[config.mk]
export PLATFORM = sky130hd
export DESIGN_NAME = pwm_capture
export DESIGN_NICKNAME = d
export VERILOG_FILES = /design/src/rtl/pwm_pkg.sv /design/src/rtl/sync_edge.sv /design/src/rtl/pwm_capture.sv
export SDC_FILE = /design/constraint.sdc
export NUM_CORES = 1
export LEC_CHECK = 0
export CAP_MARGIN = 30
export CORE_ASPECT_RATIO = 0.9
export CORE_UTILIZATION = 62
export CTS_BUF_LIST = sky130_fd_sc_hd__clkbuf_4
export DETAILED_ROUTE_END_ITERATION = 16
export GPL_TIMING_DRIVEN = 1
export MAX_ROUTING_LAYER = met4
export PLACE_DENSITY = 0.88
export REMOVE_ABC_BUFFERS = 1
export SETUP_SLACK_MARGIN = 0.1
export SLEW_MARGIN = 5
export SYNTH_ARGS = -nofsm -noshare
export SYNTH_HDL_FRONTEND = slang
export SYNTH_SLANG_ARGS = --single-unit
[constraint.sdc]
create_clock -name clk -period 3.7 [get_ports clk]
set_input_delay 0.925 -clock clk [delete_from_list [all_inputs] [get_ports clk]]
set_output_delay 0.925 -clock clk [all_outputs]
set_load 0.02 [all_outputs]
[src/rtl/pwm_pkg.sv]
// Shared constants for the PWM capture path: FSM encoding and default tick timing.
package pwm_pkg;

  typedef enum logic [1:0] {
    IDLE = 2'd0,
    HIGH = 2'd1,
    LOW  = 2'd2
  } state_e;

  localparam int unsigned CLK_HZ       = 50_000_000;
  localparam int unsigned TICKS_PER_MS = 50_000;

endpackage

[src/rtl/sync_edge.sv]
// Two-flop synchronizer plus an edge flop; reports the synchronized level and
// single-cycle rise/fall pulses, all delayed identically from the pin.
module sync_edge (
  input  logic clk,
  input  logic rst_n,
  input  logic din,
  output logic level,
  output logic rise,
  output logic fall
);

  logic s1, s2, s3;

  always_ff @(posedge clk or negedge rst_n) begin
    if (!rst_n) begin
      s1 <= 1'b0;
      s2 <= 1'b0;
      s3 <= 1'b0;
    end else begin
      s1 <= din;
      s2 <= s1;
      s3 <= s2;
    end
  end

  assign level = s2;
  assign rise  = s2 & ~s3;
  assign fall  = ~s2 & s3;

endmodule

[src/rtl/pwm_capture.sv]
// Measures high time and period of an incoming PWM line in clk ticks, with a
// per-period valid strobe, a pulse-width range flag and a loss-of-signal flag.
module pwm_capture
  import pwm_pkg::*;
#(
  parameter int unsigned CNT_W   = 24,
  parameter int unsigned TIMEOUT = 40 * TICKS_PER_MS,
  parameter int unsigned MIN_W   = TICKS_PER_MS,
  parameter int unsigned MAX_W   = 2 * TICKS_PER_MS
) (
  input  logic             clk,
  input  logic             reset,
  input  logic             pwm_in,
  input  logic             enable,
  output logic [CNT_W-1:0] width,
  output logic [CNT_W-1:0] period,
  output logic             valid,
  output logic             in_range,
  output logic             no_signal
);

  state_e           state, state_nxt;
  logic [CNT_W-1:0] cnt, cnt_nxt, cnt_inc;
  logic [CNT_W-1:0] hi_cnt, hi_cnt_nxt;
  logic [CNT_W-1:0] width_nxt, period_nxt;
  logic             valid_nxt, in_range_nxt, no_signal_nxt;
  logic             pin_level, rise, fall;
  logic             to_hit, hi_ok;

  sync_edge u_sync (
    .clk   (clk),
    .rst_n (reset),
    .din   (pwm_in),
    .level (pin_level),
    .rise  (rise),
    .fall  (fall)
  );

  // Saturating increment and wide compares so narrow counters never wrap or alias.
  assign cnt_inc = (cnt == {CNT_W{1'b1}}) ? cnt : cnt + CNT_W'(1);
  assign to_hit  = (64'(cnt) == 64'(TIMEOUT));
  assign hi_ok   = (64'(hi_cnt) >= 64'(MIN_W)) && (64'(hi_cnt) <= 64'(MAX_W));

  always_ff @(posedge clk or negedge reset) begin
    if (!reset) state <= IDLE;
    else        state <= state_nxt;
  end

  // Next state; an edge at the timeout boundary takes priority over the timeout.
  always_comb begin
    state_nxt = state;
    case (state)
      IDLE: if (enable && rise) state_nxt = HIGH;
      HIGH: begin
        if (!enable)                   state_nxt = IDLE;
        else if (fall)                 state_nxt = LOW;
        else if (to_hit && pin_level)  state_nxt = IDLE;
      end
      LOW: begin
        if (!enable)     state_nxt = IDLE;
        else if (rise)   state_nxt = HIGH;
        else if (to_hit) state_nxt = IDLE;
      end
      default: state_nxt = IDLE;
    endcase
  end

  // Counter and output register next-values.
  always_comb begin
    cnt_nxt       = cnt_inc;
    hi_cnt_nxt    = hi_cnt;
    width_nxt     = width;
    period_nxt    = period;
    valid_nxt     = 1'b0;
    in_range_nxt  = in_range;
    no_signal_nxt = no_signal;
    case (state)
      IDLE: cnt_nxt = (enable && rise) ? CNT_W'(1) : '0;
      HIGH: begin
        if (!enable) begin
          cnt_nxt       = '0;
          no_signal_nxt = 1'b1;
        end else if (fall) begin
          hi_cnt_nxt = cnt;
        end else if (to_hit && pin_level) begin
          cnt_nxt       = '0;
          no_signal_nxt = 1'b1;
        end
      end
      LOW: begin
        if (!enable) begin
          cnt_nxt       = '0;
          no_signal_nxt = 1'b1;
        end else if (rise) begin
          width_nxt     = hi_cnt;
          period_nxt    = cnt;
          valid_nxt     = 1'b1;
          in_range_nxt  = hi_ok;
          no_signal_nxt = 1'b0;
          cnt_nxt       = CNT_W'(1);
        end else if (to_hit) begin
          cnt_nxt       = '0;
          no_signal_nxt = 1'b1;
        end
      end
      default: cnt_nxt = '0;
    endcase
  end

  always_ff @(posedge clk or negedge reset) begin
    if (!reset) begin
      cnt       <= '0;
      hi_cnt    <= '0;
      width     <= '0;
      period    <= '0;
      valid     <= 1'b0;
      in_range  <= 1'b0;
      no_signal <= 1'b1;
    end else begin
      cnt       <= cnt_nxt;
      hi_cnt    <= hi_cnt_nxt;
      width     <= width_nxt;
      period    <= period_nxt;
      valid     <= valid_nxt;
      in_range  <= in_range_nxt;
      no_signal <= no_signal_nxt;
    end
  end

endmodule

; Yosys cells after proc, flatten, opt, wreduce, memory -nomap -nowiden
; Cells that the tools add are included.
[classes]
n_eq_ne = 9
n_bitwise = 4
addsub = 1
magnitude_cmp = 2
reduce_logical = 9
mux = 27
[op_table]
columns = cell, n
row1 = $mux W24, 7
row2 = $pmux W24 S3, 1
row3 = $add A24 B1 Y24 const B, 1
row4 = $eq A24 B21 Y1 const B, 1
row5 = $eq A24 B24 Y1 const B, 1
row6 = $ge A24 B16 Y1 const B, 1
row7 = $le A24 B17 Y1 const B, 1
row8 = $mux W2, 7
row9 = $mux W1, 10
row10 = $reduce_and A3 Y1, 3
row11 = $ne A4 B4 Y1 const B, 2
row12 = $ne A3 B3 Y1 const B, 2
row13 = $pmux W2 S3, 1
row14 = $reduce_and A4 Y1, 1
row15 = $logic_and A1 B1 Y1, 3
row16 = $and A1 B1 Y1, 2
row17 = $eq A2 B1 Y1 const B, 1
row18 = $eq A2 B2 Y1 const B, 1
row19 = $logic_not A2 Y1, 1
row20 = $ne A2 B2 Y1 const B, 1
row21 = $not A1 Y1, 2
row22 = $pmux W1 S2, 1
row23 = $reduce_bool A2 Y1, 1
[totals]
word_cells = 63
reg_bits = 104
in_bits = 4
output_inout_bits = 51

; Longest topological paths before layout
; Gate-level depths: netlist of run 1.
[depth]
ltp_word = 6
depth_mapped = 8
ltp_nobuf = 7

; Cells and area by module
; A second synthesis of run 1 with hierarchy kept.
[unflattened]
hier_cells = 385
area_unflattened_um2 = 4618.2
[modules_own_cells]
columns = mod, area_per_inst_um2, seq_area_each_um2, instances, cells_per_inst
row1 = pwm_capture, 4528.1, 2528.7, 1, 380
row2 = sync_edge, 90.1, 75.1, 1, 5

; Worst setup path after synthesis of run 1
; Ideal clock, no wire load.
[synth_timing]
path_type = input to register
start = input enable
end = register in_range
t_arrival_ns = 1.814
path_buffers = 1
setup_ns = 0.125
path_stages = 4
slack_ns = 1.761
required_time_ns = 3.575
cell_sequence = nand3_1 nor2_1 buf_2 mux2_2
[synth_via]
elab_chain_cells = 1
[synth_lines]
columns = element, line_no
row1 = start: declaration, pwm_capture.sv:14  ; input logic enable,
row2 = $reduce_and A3 Y1 (no line), n/a
row3 = end signal: assignment, pwm_capture.sv:125  ; in_range <= in_range_nxt;
row4 = end: declaration, pwm_capture.sv:18  ; output logic in_range,
; No other way between the ends.
; A chain may end at the register's enable or synchronous reset.

; Worst setup path after layout of run 1
[layout_timing]
start = register cnt[0]
end = register cnt[20]
[layout_via]
elab_chain_cells = 6
elab_cells_between_ends = 12
classes_between = add/sub: 1 / eq/ne: 2 / mux: 8 / reduce/logical: 1
[layout_lines]
columns = element, line_no
row1 = start: declaration, pwm_capture.sv:23  ; logic [CNT_W-1:0] cnt, cnt_nxt, cnt_inc;
row2 = start signal: assignment, pwm_capture.sv:120  ; cnt <= cnt_nxt;
row3 = $add A24 B1 Y24 (tied with other cells), pwm_capture.sv:40  ; assign cnt_inc = (cnt == {CNT_W{1'b1}}) ? cnt : cnt + CNT_W'(1);
row4 = $mux W24 / $logic_and A1 B1 Y1 (equally long branches), "pwm_capture.sv:40, pwm_capture.sv:85"
row5 = "$mux W24, on equally long branches", "pwm_capture.sv:101, pwm_capture.sv:85"
row6 = "$mux W24, on equally long branches", "pwm_capture.sv:94, pwm_capture.sv:83"
row7 = "$mux W24, on equally long branches", "pwm_capture.sv:91, pwm_capture.sv:80"
row8 = $pmux W24 S3 *, pwm_capture.sv:77  ; case (state)
row9 = net cnt_nxt[20], pwm_capture.sv:23
; Mark *: on every way through the listed nets, which the timed path passes. The rest lies on a longest branch.

==> results of run 1 <==
==> power by group through the flow <==
stage	clock network (mW)	registers, mW	logic [mW]
after floorplan	0	1.18	0.0274
after global placement	0	1.17	0.0718
after detailed placement	0	1.18	0.0739
after CTS	0.589	1.15	0.0745
after global routing	0.636	1.16	0.0823
final	0.580	1.15	0.0731
==> through the flow <==
step,setup WS (ns),std cells,hold slack [ns],setup TNS (ns)
after floorplan,-0.000130,348,0.331,-0.00638
after global placement,1.05,500,0.333,0
after detailed placement,0.956,500,0.335,0
after CTS,1.16,516,0.366,0
after global routing,0.949,516,0.393,0
final,1.14,516,0.364,0
==> per-layer routing <==
layer | vias to the layer above | track usage (%)
li1 | 1437 | -
met1 | 1562 | 36.7
met2 | 96 | 38.7
met3 | 12 | 4.40
met4 | 0 | 9.23
met5 | - | -
==> registers in the layout (all words and copies together) (netlist names) <==
register and flops:
u_sync.s1 1, no_signal 1, hi_cnt 24, period 24
width 24, cnt 24, u_sync.level 1, in_range 1
u_sync.s3 1, valid 1, state 2
==> worst register-to-register path, stage by stage, from the launching register on <==
cell and delay [ns]:
sky130_fd_sc_hd__dfrtp_1 0.44, sky130_fd_sc_hd__inv_1 0.13, sky130_fd_sc_hd__ha_1 0.19, sky130_fd_sc_hd__nor4b_1 0.28, sky130_fd_sc_hd__nand4_1 0.21, sky130_fd_sc_hd__a2bb2oi_1 0.19
sky130_fd_sc_hd__o21ai_1 0.59, sky130_fd_sc_hd__buf_4 0.36, sky130_fd_sc_hd__nor2_1 0.08
==> placed cells by master (no fill, tap or decap), types with 7 or more instances in the layout <==
master / instances
sky130_fd_sc_hd__or3_1: 11
sky130_fd_sc_hd__clkdlybuf4s50_1: 53
sky130_fd_sc_hd__clkbuf_4: 10
sky130_fd_sc_hd__nand4_1: 8
sky130_fd_sc_hd__nand3_1: 7
sky130_fd_sc_hd__nand2_1: 21
sky130_fd_sc_hd__dfrtp_1: 103
sky130_fd_sc_hd__a21oi_1: 15
sky130_fd_sc_hd__nor3_1: 10
sky130_fd_sc_hd__o21ai_0: 7
sky130_fd_sc_hd__mux2_2: 70
sky130_fd_sc_hd__nor2_1: 23
==> cell type report <==
cell class	instances	area (um^2)	share of cell area, %
Timing Repair Buffer	59	588	11.1
Clock inverter	6	67.6	1.28
Sequential cell	104	2600	49.2
Clock buffer	10	75.1	1.42
Inverter	5	18.8	0.355
Multi-Input combinational cell	239	1820	34.4
Tap cell	93	116	2.20
==> path summary, 6_finish.rpt <==
path,startpoint,to,slack [ns],cells after the start
worst min-delay path,u_sync.s1,u_sync.level,0.36,0
worst max-delay path,cnt[0],cnt[20],1.14,8
min in group asynchronous,reset,valid,0.48,1
max in group asynchronous,reset,no_signal,2.45,2
worst max register to register,cnt[0],cnt[20],1.14,8
worst min register to register,u_sync.s1,u_sync.level,0.36,0
==> cells by family after synthesis <==
family          after synthesis
compound gates               51
fa+ha+maj                     2
buf+inv                      20
flops                       104
mux                          71
simple gates                108
xor+xnor                      7
==> results.txt, run 1 <==
----------------------------------------------------
[Routing]
  Number of DRC markers after the initial detailed-route iteration ... 267
  Routed length on met3 ... 420 um
  WL met2 ... 4170 um
  First-pass iteration count of the detailed router ... 4
  Total Routed Length ... 8690 um
  Met1 layer wirelength in the final routing ... 4010 um
  Wire per inst ... 16.8 um
  Average vias per placed instance ... 6.02
  Post-detailed-route count of antenna-violating nets ... 0
  DRC violations left ... 0
  DR top layer ... met4
  Detailed-route via count ... 3,107

[Floorplanning]
  Boundary pin count ... 55
  Cell Rows ... 29
  Initial core utilization ... 64.1%
  Die height ... 82.9 um
  Horiz. Die Dim ... 91.9 um
  Core Footprint ... 7040 um^2
  Die area ... 7630 um^2

[Critical path]
  Top cell family by delay on the critical path ... compound AO/OA/AOI/OAI gates
  Category of the most critical setup path ... flip-flop to flip-flop
  Kind of end point of the critical path ... flip-flop
  Bufs and invs on worst path ... 2
  Crit path launch type ... flip-flop
  Highest net fanout along the worst path ... 15
  WP data arrival ... 2.89 ns
  Crit path cell chain ... inv_1, ha_1, nor4b_1, nand4_1, a2bb2oi_1, o21ai_1, buf_4, nor2_1
  Max incr delay on CP ... 0.59 ns
  Data required time of the critical path ... 4.02 ns
  Cell type of the slowest stage on the worst timing path ... sky130_fd_sc_hd__o21ai_1

[Pwr]
  Clock network power share ... 32.1%
  Ratio of total power to cell area ... 342 nW/um^2
  Worst ir drop on vdd ... 0.000260 V
  Post-layout power ... 1.81 mW
  Internal cell power ... 1.39 mW
  Relative contribution of combinational cells to total power ... 4.0%
  Leak pwr ... 2.36 nW
  Power dissipated by switching net loads ... 0.420 mW
  Proportion of total power due to net switching ... 23.2%
  Sequential fraction of design power ... 63.9%

[Synth]
  Largest family of logic cells by synthesized area ... multiplexers
  Area fraction in compound gates after synthesis ... 7.35%
  Share of synthesized cell area in and, or, nand and nor gates ... 13.2%
  Leading post-synthesis cells by cell area ... sky130_fd_sc_hd__dfrtp_1 57%, sky130_fd_sc_hd__mux2_2 17%, sky130_fd_sc_hd__nor2_1 2.0%
  Number of synthesized register bits ... 104
  Async set-or-reset flop fraction in the synthesized netlist ... 100%
  Netlist cell types ... 48
  Parity-gate share of the synthesized area counting xor and xnor cells ... 1.36%
  Adder and majority gate portion of the synthesized area ... 0.554%
  Post-synth top area cell ... sky130_fd_sc_hd__dfrtp_1
  Top-area cell type share of the netlist area ... 57.1%
  Count of mapped cells out of synthesis ... 363
  Fraction of the yosys area taken by sequential cells ... 57.7%
  Number of synthesized flops with an enable pin ... 0
  Primary FF master, synth ... sky130_fd_sc_hd__dfrtp_1
  Cell Area, Synth ... 4510 um^2
  Proportion of synthesized area in mux cells ... 17.7%
  Warning count from the yosys run ... 0
  Commonest cells post-synth ... 103 x sky130_fd_sc_hd__dfrtp_1, 70 x sky130_fd_sc_hd__mux2_2, 24 x sky130_fd_sc_hd__nor2_1
  Post-synthesis area per instance ... 12.4 um^2
  Count leader, synth ... sky130_fd_sc_hd__dfrtp_1

[STA]
  Final hold viol count ... 0
  Clock period minus worst slack ... 2.56 ns
  Fmax ... 0.390 GHz
  Clock tree skew after final layout ... 0.0168 ns
  Final Setup Violations ... 0
  Worst slew margin ... 50.5%
  Slew at the pin closest to its max-slew limit ... 0.737 ns
  Share of the clock period used by the worst path ... 69.3%
  Unrepaired setup endpoints after global routing ... false
  Fin. max-slew vios ... 0

[Clock network]
  Clock tree root driver cell ... sky130_fd_sc_hd__clkbuf_4
  Sink Count ... 104
  Resize count post-CTS ... 0
  Clock Path Buffers ... 2
  Reg clk slew, reported paths ... 0.14 ns
  TritonCTS clock tree ... done
  Post-cts hold buffer count ... 0
  Buffer count from post-CTS setup fixing ... 0
  Clock latency at the later pin of the worst-skew pair ... 0.43 ns
  Clock H-tree levels ... 3
  Clock buffers created by TritonCTS ... 9

[Finish]
  Finished Cell Area ... 5290 um^2
  Proportion of layout cells with a drive suffix above 1 ... 25.5%
  Utilization after layout ... 75.1%
  Number of filler cells placed in the layout ... 469
  Area overhead of the layout relative to synthesis ... 17.2%
  Antenna cells ... 0
  # nets final ... 424

[Run]
  Max capacitance violation total ... 0

[Global route]
  Overall global routing resource usage ... 26.0%
  Overflow after GRT ... 0
  Pin count of the biggest net entering global routing ... 55
  Number of antenna violations at the first check in global routing ... 0
  Global-route wire length before repair ... 15,000 um
  Number of global-route vias before repair ... 3,057

[Place]
  Routability cong. ... 0.864
  HPWL after DPL ... 6110 um
  Number of input and output port buffers inserted ... 54
  Total cell area at the placement stage ... 5140 um^2

[Worst hold path]
  Hold Crit Class ... flip-flop to flip-flop

[Run status]
  Run status ... complete, no violations

----------------------------------------------------
Power figures use the tool's default switching activity.
==> run 2: changes to the inputs <==
Settings changed: CORE_UTILIZATION 62 to 52, PLACE_DENSITY 0.88 to 0.78.
Clock period 3.7 ns to 2.3 ns, I/O delays scaled along.
==> run 2 against run 1 <==
  * First-iteration DRC count decreased by 2.6%
  * Sequential share of layout area down 1.3 points
  * Via count shrank 0.48%
  * Power up 68%
  * Die area rose by 19%
  * Global-route usage decreased by 3.5 points
  * Sequential power rose by 62%
  * Cell count up 5.4%
  * Combinational power grew 66%
  * Critical path depth fell by 3
  * Largest cell class unchanged
  * Highest routed layer unchanged
==> results.txt, run 2 (same netlist as run 1, synthesis figures left out) <==
----------------------------------------------------
[Run status]
  Run status ... complete, no violations

[Clock network]
  Sink Count ... 104
  Clock latency at the later pin of the worst-skew pair ... 0.46 ns
  Clock tree root driver cell ... sky130_fd_sc_hd__clkbuf_4
  Clock H-tree levels ... 3
  TritonCTS clock tree ... done
  Reg clk slew, reported paths ... 0.17 ns
  Clock Path Buffers ... 2
  Post-cts hold buffer count ... 0
  Clock buffers created by TritonCTS ... 9
  Buffer count from post-CTS setup fixing ... 0

[STA]
  Clock period minus worst slack ... 2.10 ns
  Fmax ... 0.476 GHz
  Share of the clock period used by the worst path ... 91.3%
  Final hold viol count ... 0
  Clock tree skew after final layout ... 0.0220 ns
  Final Setup Violations ... 0
  Slew at the pin closest to its max-slew limit ... 0.553 ns
  Post-layout worst setup margin ... 0.201 ns
  Unrepaired setup endpoints after global routing ... false
  Fin. max-slew vios ... 0
  Worst slew margin ... 63.1%

[Global route]
  Number of global-route vias before repair ... 3,190
  Overflow after GRT ... 0
  Number of antenna violations at the first check in global routing ... 0
  Global-route wire length before repair ... 15,500 um
  Pin count of the biggest net entering global routing ... 42
  Overall global routing resource usage ... 22.6%

[Critical path]
  Cell mode on critical path ... sky130_fd_sc_hd__a31oi_1
  Data required time of the critical path ... 2.72 ns
  Category of the most critical setup path ... flip-flop to flip-flop
  Crit path cell chain ... nor4_1, a31oi_1, or4b_2, a31oi_1, mux2_2
  R2R Setup Slk ... 0.20 ns
  WP data arrival ... 2.52 ns
  Crit path launch type ... flip-flop
  Highest net fanout along the worst path ... 3
  Kind of end point of the critical path ... flip-flop
  Max incr delay on CP ... 0.62 ns
  Cell type of the slowest stage on the worst timing path ... sky130_fd_sc_hd__or4b_2

[Pwr]
  Ratio of total power to cell area ... 560 nW/um^2
  Leak pwr ... 2.42 nW
  Worst ir drop on vdd ... 0.000411 V

[Floorplanning]
  Cell Rows ... 31
  Initial core utilization ... 54.9%
  Boundary pin count ... 55
  Horiz. Die Dim ... 100 um
  Die area ... 9060 um^2
  Die height ... 90.4 um
  Core Footprint ... 8220 um^2

[Routing]
  Wire per inst ... 16.5 um
  Average vias per placed instance ... 5.68
  First-pass iteration count of the detailed router ... 4
  Detailed-route via count ... 3,092
  Number of DRC markers after the initial detailed-route iteration ... 260
  Post-detailed-route count of antenna-violating nets ... 0
  DRC violations left ... 0
  Total Routed Length ... 8950 um

[Finish]
  Antenna cells ... 0
  Finished Cell Area ... 5440 um^2
  Proportion of layout cells with a drive suffix above 1 ... 26.6%
  Number of filler cells placed in the layout ... 643
  Most common library cell in the layout ignoring fill and taps ... sky130_fd_sc_hd__dfrtp_1
  Register cell area after layout ... 2600 um^2
  Most frequent cells in the layout ... 103 x sky130_fd_sc_hd__dfrtp_1, 70 x sky130_fd_sc_hd__mux2_2, 52 x sky130_fd_sc_hd__clkdlybuf4s50_1
  Cell Count, Final, Fillers Out ... 544
  # nets final ... 430
  Footprint of the multi-input gates ... 1830 um^2
  Area overhead of the layout relative to synthesis ... 20.5%

[Place]
  Post-placement worst setup slack ... 0.193 ns
  Number of input and output port buffers inserted ... 54
  Routability cong. ... 0.917
  HPWL after DPL ... 6090 um
  Total cell area at the placement stage ... 5260 um^2
  Cell total after placement ... 528

[Worst hold path]
  Hold Crit Class ... input pin to asynchronous set/reset pin

[Run]
  Max capacitance violation total ... 0

----------------------------------------------------
## run 2: worst paths after layout
path                                endpoint  cells after the start      start
worst min register to register  u_sync.level                      0  u_sync.s1
worst max-delay path                in_range                      5  hi_cnt[0]
worst min-delay path              period[22]                      1      reset
worst max register to register      in_range                      5  hi_cnt[0]
min in group clk                u_sync.level                      0  u_sync.s1
max in group asynchronous          u_sync.s3                      2      reset
## run 2: what timing repair did
action,4_1_cts,5_1_grt
resized for setup,1,1
endpoints found under the setup margin,1,6
endpoints found under the hold margin,0,0
## run 2: power breakdown
part	total [mW]	switching (mW)	internal, mW
sequential	1.86	0.0128	1.84
combinational	0.121	0.0806	0.0407
clock	1.07	0.609	0.456
total	3.04	0.703	2.34
## run 2: layer usage
layer	track usage [%]	up-vias	routed length (um)
li1	-	1448	-
met1	29.3	1569	4160
met2	35.7	64	4390
met3	5.19	11	299
met4	6.52	0	106
met5	-	-	0
## run 2: layout make-up
| class | count | area share, % |
|---|---|---|
| Sequential cell | 104 | 47.9 |
| Multi-Input combinational cell | 239 | 33.6 |
| Timing Repair Buffer | 65 | 12.3 |
| Tap cell | 115 | 2.65 |
| Clock inverter | 7 | 1.91 |
| Clock buffer | 9 | 1.24 |
| Inverter | 5 | 0.345 |
## run 2: stage by stage
step                      hold slack, ns  power, mW  TNS [ns]  utilization (%)
after floorplan                    0.279       1.94    -53.13                -
after global placement             0.336       2.01         0             63.9
after detailed placement           0.340       2.02         0             63.9
after CTS                         0.0835       3.08         0             66.0
after global routing              0.0962       3.17         0             66.1
final                             0.0858       3.04         0             66.1
## run 2: worst max-delay path: cells and delay by family (launching register included)
kind,cells,cell delay [ns]
mux,1,0.16
compound gates,2,0.35
simple gates,2,1.13
flops,1,0.43
